## src/rtl/commit_ctrl.sv

```systemverilog
// commit_ctrl: retirement sequencer at the ROB head.
// ALU ops retire in the cycle they are seen at the head.
// Loads and stores first go through a req/ack handshake with the LSU.
module commit_ctrl #(
    parameter int ARCH_REG_WIDTH = 5,
    parameter int PHYS_REG_WIDTH = 6,
    parameter int INSTRET_WIDTH  = 64
) (
    input  logic                      clk,
    input  logic                      rst,
    input  logic                      rob_empty,
    input  logic                      head_ready,
    input  logic                      head_store,
    input  logic                      head_load,
    input  logic                      head_regwrite,
    input  logic [ARCH_REG_WIDTH-1:0] head_rd,
    input  logic [PHYS_REG_WIDTH-1:0] head_pd,
    input  logic [PHYS_REG_WIDTH-1:0] head_old_pd,
    input  logic                      commit_hold,
    output logic                      store_req,
    input  logic                      store_ack,
    output logic                      load_req,
    input  logic                      load_ack,
    output logic                      rob_ren,
    output logic                      rrf_wen,
    output logic [ARCH_REG_WIDTH-1:0] rrf_rd,
    output logic [PHYS_REG_WIDTH-1:0] rrf_pd,
    output logic                      free_push,
    output logic [PHYS_REG_WIDTH-1:0] free_pd,
    output logic [INSTRET_WIDTH-1:0]  instret,
    output logic                      busy
);

    typedef enum logic [1:0] {RUN, ST_WAIT, LD_WAIT} state_t;

    state_t state, state_nxt;
    logic   hv;
    logic   retire;
    logic   wb;

    // A head entry only counts when the ROB is non-empty; rob_empty wins.
    assign hv = ~rob_empty & head_ready;

    // State register, synchronous active-low reset.
    always_ff @(posedge clk) begin
        if (!rst) state <= RUN;
        else      state <= state_nxt;
    end

    // Retired-instruction counter, wraps naturally at full width.
    always_ff @(posedge clk) begin
        if (!rst)        instret <= '0;
        else if (retire) instret <= instret + INSTRET_WIDTH'(1);
    end

    // Next-state and retire decision; nothing retires while reset is held.
    always_comb begin
        state_nxt = state;
        retire    = 1'b0;
        if (rst) begin
            case (state)
                RUN: begin
                    if (hv && !commit_hold) begin
                        if (head_store)     state_nxt = ST_WAIT;
                        else if (head_load) state_nxt = LD_WAIT;
                        else                retire    = 1'b1;
                    end
                end
                ST_WAIT: begin
                    // commit_hold is deliberately ignored once a launch is in flight.
                    if (store_ack) begin
                        retire    = 1'b1;
                        state_nxt = RUN;
                    end
                end
                LD_WAIT: begin
                    if (load_ack) begin
                        retire    = 1'b1;
                        state_nxt = RUN;
                    end
                end
                default: state_nxt = RUN;
            endcase
        end
    end

    // Writeback/free only for real destinations; x0 is never renamed.
    always_comb begin
        wb        = retire & head_regwrite & (head_rd != '0);
        rob_ren   = retire;
        rrf_wen   = wb;
        rrf_rd    = wb ? head_rd : '0;
        rrf_pd    = wb ? head_pd : '0;
        free_push = wb;
        free_pd   = wb ? head_old_pd : '0;
    end

    // Requests are pure decodes of the state register, so there is no
    // combinational path from ack back to req.
    assign store_req = (state == ST_WAIT);
    assign load_req  = (state == LD_WAIT);
    assign busy      = (state != RUN);

endmodule

```

## config.mk

```make
export PLATFORM = sky130hd
export DESIGN_NAME = commit_ctrl
export DESIGN_NICKNAME = d
export VERILOG_FILES = /design/src/rtl/commit_ctrl.sv
export SDC_FILE = /design/constraint.sdc
export NUM_CORES = 1
export LEC_CHECK = 0
export CORE_ASPECT_RATIO = 1.1
export CORE_MARGIN = 3
export CORE_UTILIZATION = 50
export CTS_BUF_LIST = sky130_fd_sc_hd__clkbuf_4 sky130_fd_sc_hd__clkbuf_8
export CTS_CLUSTER_SIZE = 20
export DETAILED_ROUTE_END_ITERATION = 6
export MAX_ROUTING_LAYER = met4
export PLACE_DENSITY = 0.95
export SYNTH_ARGS = -nofsm -noshare
export SYNTH_HDL_FRONTEND = slang
export SYNTH_SLANG_ARGS = --single-unit
```

## constraint.sdc

```tcl
create_clock -name clk -period 10.6 [get_ports clk]
set_input_delay 3.18 -clock clk [delete_from_list [all_inputs] [get_ports clk]]
set_output_delay 3.18 -clock clk [all_outputs]
set_load 0.05 [all_outputs]
```

Word-level counts from Yosys, hierarchy flattened
Cells that the tools add are included.

Reductions and logical operators: 6. $add $sub $neg: 1. Bitwise logic cells: 4. Multiplexer cells: 16. Equality and inequality tests: 6.

Operators by type and width (count): $add A64 B1 Y64 const B (1); $mux W6 (2); $mux W2 (5); $mux W1 (6); $pmux W2 S3 (1); $mux W5 (1); $reduce_bool A5 Y1 (1); $ne A2 B1 Y1 const B (2); $reduce_and A4 Y1 (1); $and A1 B1 Y1 (3); $ne A3 B3 Y1 const B (1); $pmux W1 S3 (1); $eq A2 B1 Y1 const B (1); $eq A2 B2 Y1 const B (1); $logic_not A2 Y1 (1); $ne A2 B2 Y1 const B (1); $reduce_bool A2 Y1 (1); $logic_and A1 B1 Y1 (1); $logic_not A1 Y1 (1); $not A1 Y1 (1).

Flip-flop bits (word level): 66. Input bits: 27. Output and inout port bits: 87.

Longest topological paths before layout
Gate-level depths: netlist of the first run.

Word-level depth: 9. Mapped depth: 8. Gate-level depth less buffers: 6.

Worst setup path before layout of the first run
No wires, ideal clock.

Kind: input -> output. Start point: input port rob_empty. End point: output port free_pd[0]. Slack: 1986 ps. Arrival: 5434 ps. Path buffers: 2. Required time: 7420 ps. Stages: 7. Path through: nor4b_1 -> a221o_2 -> and2_1 -> buf_2 -> o311a_1 -> buf_2 -> and2_1.

Cells in the longest elaborated chain, start to end: 9.

Ends and longest elaborated chain: start: declaration (RTL line 11) `input logic rob_empty,`; $not A1 Y1 (RTL line 42) `assign hv = ~rob_empty & head_ready;`; $and A1 B1 Y1 (RTL line 42); $logic_and A1 B1 Y1 (RTL line 63) `if (hv && !commit_hold) begin`; $mux W1 (RTL line 63); $pmux W1 S3 (RTL line 61) `case (state)`; $mux W1 (RTL line 60) `if (rst) begin`; net rob_ren (RTL line 24) `output logic rob_ren,`; $and A1 B1 Y1 (2 in a row) (RTL line 89) `wb = retire & head_regwrite & (head_rd != '0);`; net free_push (RTL line 28) `output logic free_push,`; $mux W6 (RTL line 95) `free_pd = wb ? head_old_pd : '0;`; end: declaration (RTL line 29) `output logic [PHYS_REG_WIDTH-1:0] free_pd,`.

The timed path passes the listed nets, and every way through them passes these cells.

Final worst setup path of the first run
Start point: input port rob_empty. End point: output port free_pd[4].

Cells in the longest elaborated chain, start to end: 9.

Ends and longest elaborated chain (RTL line): $not A1 Y1 (42); $and A1 B1 Y1 (42); $logic_and A1 B1 Y1 (63); $mux W1 (63); $pmux W1 S3 (61); $mux W1 (60); $and A1 B1 Y1 (2 in a row) (89); $mux W6 (95).

Every way passes these cells.

==> impl_results.md, run 1 <==
- Arrival time at the worst endpoint: 6.50 ns
- WS Path Type: in -> out
- Largest stage delay on the critical path: 0.81 ns
- Startpoint types: input port
- Antenna viol nets, final: 0
- Die width: 84.5 um
- Clock Skews: 0.0101 ns
- Ant. Diodes: 0
- DR pass1 iterations: 5
- Final WL: 9960 um
- Max clock buf depth: 2
- CP max stage cell: clkdlybuf4s50_1
- Fmax: 0.103 GHz
- Post-CTS Resized: 0
- Largest family of logic cells by synthesized area: simple AND/OR/NAND/NOR gates
- Initial antenna violation count: 0
- Post-synth EDFFs: 0
- Required @ worst endpoint: 7.42 ns
- Seq cells post-synth: 66
- Syn Nets: 442
- Clk slew on worst S/H paths: 0.07 ns
- Synth Area in Simple Gates: 35.8%
- Place WS: 0.908 ns
- Status: finished clean
- Vias per cell: 6.15
- Max H-tree Level: 3
- Total die area: 7800 um^2
- Largest net degree at the start of global routing: 63
- # IOs: 114
- Layout cell share with drive strength beyond 1: 5.33%
- Clock Sink Count: 66
- CTS tree: done
- Syn. warnings: 0
- Pins Over Slew Limit: 0
- CP endpoint kind: primary output
- Hold Buf Count CTS: 0
- Clk_lat worst skew: 0.35 ns
- Crit Path Max Fanout: 26
- Post-synthesis mux area share: 0.591%
- Top_reg_cell synth: dfxtp_1
- Syn avg cell area: 8.19 um^2
- Root buffer cell: clkbuf_8
- Core Rows: 30
- Final setup margin: 0.921 ns
- Post-route cell area: 4740 um^2
- First-pass GRT wire length: 16200 um
- Synth Area in Compound Gates: 14.3%
- Post-Place Cell Area: 4550 um^2
- RSZ-0062 raised after global routing: no
- Initial Util: 53.1%
- Fill cell count: 451
- Mapped Area: 3390 um^2
- Vias in the first global route: 3521
- Layout area overhead: 39.9%
- Sequential Area: 1320 um^2
- Pin slew with the least headroom to its limit: 0.827 ns
- Post-CTS Setup Bufs: 0
- CTS Buf Count: 9
- Xor/xnor share of the synthesized area: 6.20%
- Synthesized instance count: 414
- Ys async rst share: 0%
- Total negative slack: 0 ns
- Pwr dens: 103 nW/um^2
- Global Route Usage Sum: 26.1%
- Max-slew headroom: 44.3%
- Final nets: 549
- Final HPWL DP: 7080 um
- DRC: 0
- Maximum VDD drop: 0.0000820 V
- Height of the die: 92.4 um
- Worst hold-check path type: reg -> reg
- Final setup viols: 0
- Port buffer count: 113
- Via Count: 3720
- Top-area cell type share of the netlist area: 39.0%
- Critical Path, Cell by Cell: clkdlybuf4s50_1, nor4b_1, a221o_2, buf_4, and2_1, o311a_1, and2_1, clkdlybuf4s50_1
- DR iter-0 viols: 227
- Largest area contributor in the netlist: dfxtp_1
- Final period utilization: 91.3%
- Netlist cell types: 41
- Adder-cell share of the synthesized area: 0.369%
- Sequential area share after synthesis: 39.0%
- GPL Wtd Cong: 0.840
- Core area: 6380 um^2
- Minimum clock period: 9.68 ns
- End-of-flow core utilization: 74.3%
- Lkg Pwr: 1.53 nW
- Max-cap violation count: 0
- Grt ovf: 0
- Area contributors post-synth: dfxtp_1 39%, a21oi_1 5.9%, nand4_1 5.0%
- DR WL/cell: 16.5 um
- Final Hold Fails: 0
- Area of the multi-input gates: 1940 um^2
[worst max-delay path, delay by kind of cell]
family / cells / cell delay, ns
AO/OA/AOI/OAI: 2 / 0.75
buffers and inverters: 3 / 1.49
AND/OR/NAND/NOR: 3 / 1.07
[per-stage QoR]
| stage | std cells | total power [mW] | hold slack (ns) |
|---|---|---|---|
| after floorplan | 414 | 0.266 | 0.545 |
| after global placement | 590 | 0.280 | 0.472 |
| after detailed placement | 590 | 0.281 | 0.495 |
| after CTS | 605 | 0.489 | 0.506 |
| after global routing | 605 | 0.501 | 0.527 |
| final | 605 | 0.487 | 0.507 |
[final timing paths]
check                     end  slack (ns)   startpoint  cells after the start
setup / recovery   free_pd[4]        0.92    rob_empty                      8
hold / removal    instret[63]        0.51  instret[63]                      2
setup reg to reg  instret[63]        7.74     state[0]                      6
hold reg to reg   instret[63]        0.51  instret[63]                      2
[cell usage after synthesis, drive strengths merged (2+ instances only)]
cell,n
a21oi,40
and2,15
and3,9
buf,8
clkbuf,12
dfxtp,66
inv,9
mux2i,2
nand2,25
nand3,25
nand4,27
nand4b,5
nor2,34
nor2b,3
nor3,10
nor4,7
nor4b,2
o21a,2
o21ai,16
o31ai,21
or2,4
or3,16
or4,23
xnor2,6
xor2,18
[cell families after synthesis]
family | count (synthesis)
buffers and inverters | 29
xor gates and xnor gates | 24
DFF | 66
muxes | 2
adders and majority gates | 1
AOI/OAI and AO/OA | 82
and+or+nand+nor | 210
[routing by layer]
metal / up-vias / track usage, % / routed length (um)
met5: - / - / 0
met4: 0 / 10.7 / 216
met3: 20 / 7.92 / 777
met2: 174 / 43.3 / 4960
met1: 1763 / 29.3 / 4000
li1: 1763 / - / -
[flip-flops by register name (all words and copies together) (netlist names)]
| name | count |
|---|---|
| state | 2 |
| instret | 64 |
[final cells by class]
class	count	area share (%)
timing repair buffer	116	24.3
clock inverter	3	0.844
sequential	66	27.9
clock buffer	12	3.22
inverter	9	0.712
tap	80	2.11
multi-input combinational	319	40.9
[placed cells by master (no fill, tap or decap), types with 3 or more instances in the layout]
| master | n |
|---|---|
| a21oi_1 | 40 |
| nand4_1 | 27 |
| nor4_1 | 6 |
| xor2_1 | 18 |
| or4_1 | 22 |
| buf_4 | 3 |
| and3_1 | 9 |
| dfxtp_1 | 66 |
| or3_1 | 16 |
| o31ai_1 | 21 |
| nand4b_1 | 4 |
| nand3_1 | 25 |
| o21ai_0 | 16 |
| clkbuf_8 | 10 |
| xnor2_1 | 6 |
| clkdlybuf4s50_1 | 113 |
| nand2_1 | 25 |
| nor2_1 | 34 |
| and2_1 | 15 |
| nor3_1 | 10 |
| nor2b_1 | 3 |
| inv_1 | 8 |
| or2_2 | 4 |
[where the power goes]
group	internal (mW)	total, mW	switching (mW)
combinational	0.0124	0.0263	0.0138
sequential	0.248	0.249	0.000631
clock	0.118	0.212	0.0941
Power figures use the tool's default switching activity.
==> run 2, diff against run 1 <==
- CORE_MARGIN: 3 -> not set
- CTS_CLUSTER_DIAMETER: not set -> 50
==> impl_results.md, run 2 (same netlist as run 1, synthesis figures left out) <==
- Core area: 6560 um^2 (was 6380 um^2)
- Vias in the first global route: 3358 (was 3521)
- End-of-flow core utilization: 72.1% (was 74.3%)
- Max clock buf depth: 2 (unchanged)
- Most frequent cells in the layout: 113 x clkdlybuf4s50_1, 66 x dfxtp_1, 40 x a21oi_1 (unchanged)
- GPL Wtd Cong: 0.822 (was 0.840)
- Initial Util: 51.7% (was 53.1%)
- Final WL: 9710 um (was 9960 um)
- CP max stage cell: clkdlybuf4s50_1 (unchanged)
- Max-slew headroom: 30.9% (was 44.3%)
- Port buffer count: 113 (unchanged)
- Placed Cells incl. Taps: 590 (unchanged)
- Grt ovf: 0 (unchanged)
- Post-CTS Setup Bufs: 0 (unchanged)
- Max H-tree Level: 3 (unchanged)
- Total negative slack: 0 ns (unchanged)
- Hold Buf Count CTS: 0 (unchanged)
- Commonest non-fill, non-tap cell in the layout: clkdlybuf4s50_1 (unchanged)
- RSZ-0062 raised after global routing: no (unchanged)
- Crit Path Max Fanout: 26 (unchanged)
- Layout Cells excl Fill: 606 (was 605)
- Vias per cell: 6.15 (about the same)
- Clk_lat worst skew: 0.34 ns (was 0.35 ns)
- DRC: 0 (unchanged)
- Final HPWL DP: 6710 um (was 7080 um)
- Critical Path, Cell by Cell: clkdlybuf4s50_1, nor4b_1, a221o_2, and2_1, o311a_1, and2_1, clkdlybuf4s50_1 (was clkdlybuf4s50_1, nor4b_1, a221o_2, buf_4, and2_1, o311a_1, and2_1, clkdlybuf4s50_1)
- Largest stage delay on the critical path: 0.80 ns (was 0.81 ns)
- Max reg flops: 64 (unchanged)
- Final nets: 547 (was 549)
- Lkg Pwr: 1.52 nW (was 1.53 nW)
- Worst hold-check path type: reg -> reg (unchanged)
- CP delay by family, top: buffers and inverters (unchanged)
- Largest net degree at the start of global routing: 64 (was 63)
- Clk slew on worst S/H paths: 0.07 ns (about the same)
- DR WL/cell: 16.0 um (was 16.5 um)
- Maximum VDD drop: 0.0000859 V (was 0.0000820 V)
- CTS Buf Count: 9 (unchanged)
- Biggest regs: instret x64, state x2 (unchanged)
- Global Route Usage Sum: 28.5% (was 26.1%)
- Height of the die: 88.4 um (was 92.4 um)
- Critical path buffers and inverters: 2 (was 3)
- Post-CTS Resized: 0 (unchanged)
- Final Hold Fails: 0 (unchanged)
- Final period utilization: 92.4% (was 91.3%)
- Layout area overhead: 39.5% (was 39.9%)
- WS Path Type: in -> out (unchanged)
- Minimum clock period: 9.79 ns (was 9.68 ns)
- DR pass1 iterations: 5 (unchanged)
- Ant. Diodes: 0 (unchanged)
- # IOs: 114 (unchanged)
- Status: finished clean (unchanged)
- Core Rows: 31 (was 30)
- Clock Sink Count: 66 (unchanged)
- Pins Over Slew Limit: 0 (unchanged)
- Total die area: 7110 um^2 (was 7800 um^2)
- Pin slew with the least headroom to its limit: 1.04 ns (was 0.827 ns)
- Layout cell share with drive strength beyond 1: 5.15% (was 5.33%)
- Root buffer cell: clkbuf_8 (unchanged)
- Via Count: 3728 (was 3720)
- First-pass GRT wire length: 15400 um (was 16200 um)
- CP endpoint kind: primary output (unchanged)
- Startpoint types: input port (unchanged)
- DR iter-0 viols: 327 (was 227)
- Die width: 80.5 um (was 84.5 um)
- Fmax: 0.102 GHz (was 0.103 GHz)
- Arrival time at the worst endpoint: 6.61 ns (was 6.50 ns)
- Max-cap violation count: 0 (unchanged)
- Final setup viols: 0 (unchanged)
- CTS tree: done (unchanged)
- Pwr dens: 101 nW/um^2 (was 103 nW/um^2)
- Clock Skews: 0.00397 ns (was 0.0101 ns)
- Initial antenna violation count: 0 (unchanged)
- Antenna viol nets, final: 0 (unchanged)
- Required @ worst endpoint: 7.42 ns (about the same)
- Biggest register: instret (unchanged)
## run 2: cell count changes in the layout (fill, tap and decap cells not counted)
cell,previous run,this run
buf_4,3,1
clkbuf_8,10,12
bufinv_16,1,0
## run 2: path summary, 6_finish.rpt
check / start / to / slack, ns / cells past startpoint
worst max-delay path: head_ready / free_pd[3] / 0.81 / 7
worst max register to register: state[0] / instret[63] / 7.60 / 5
worst min register to register: instret[55] / instret[55] / 0.51 / 2
worst min-delay path: instret[55] / instret[55] / 0.51 / 2
## run 2: final cells by class
cell class / instances / area (um^2)
clock inverters: 2 / 10.0
multi-input cells: 319 / 1940
clock buffers: 14 / 180
inverters: 9 / 33.8
repair buffers: 114 / 1140
flip-flops and latches: 66 / 1320
fillers: 491 / 1830
well taps: 82 / 103
## run 2: where the power goes
| part | total, mW | switching, mW | internal (mW) |
|---|---|---|---|
| clock | 0.205 | 0.0957 | 0.109 |
| sequential | 0.249 | 0.000620 | 0.248 |
| combinational | 0.0253 | 0.0133 | 0.0120 |
| total | 0.479 | 0.110 | 0.369 |
## run 2: worst register-to-register path: stages, from the launching register on
cell	delay, ns
dfxtp_1	0.40
nor4b_1	0.55
a221o_2	0.59
nand2_1	0.53
or4_1	0.66
a21oi_1	0.19
## run 2: per-layer routing
layer | vias up | wire length, um | GRT usage [%]
li1 | 1752 | - | -
met1 | 1759 | 3910 | 33.5
met2 | 186 | 4910 | 46.3
met3 | 31 | 641 | 4.12
met4 | 0 | 253 | 16.7
met5 | - | 0 | -
## run 2: metrics by stage
step | instance area (um^2) | power, mW | hold WS [ns] | worst slack (ns)
after floorplan | 3390 | 0.266 | 0.545 | 1.99
after global placement | 4540 | 0.279 | 0.475 | 1.03
after detailed placement | 4540 | 0.280 | 0.487 | 0.855
after CTS | 4730 | 0.479 | 0.498 | 0.861
after global routing | 4730 | 0.490 | 0.526 | 0.568
final | 4730 | 0.479 | 0.507 | 0.807
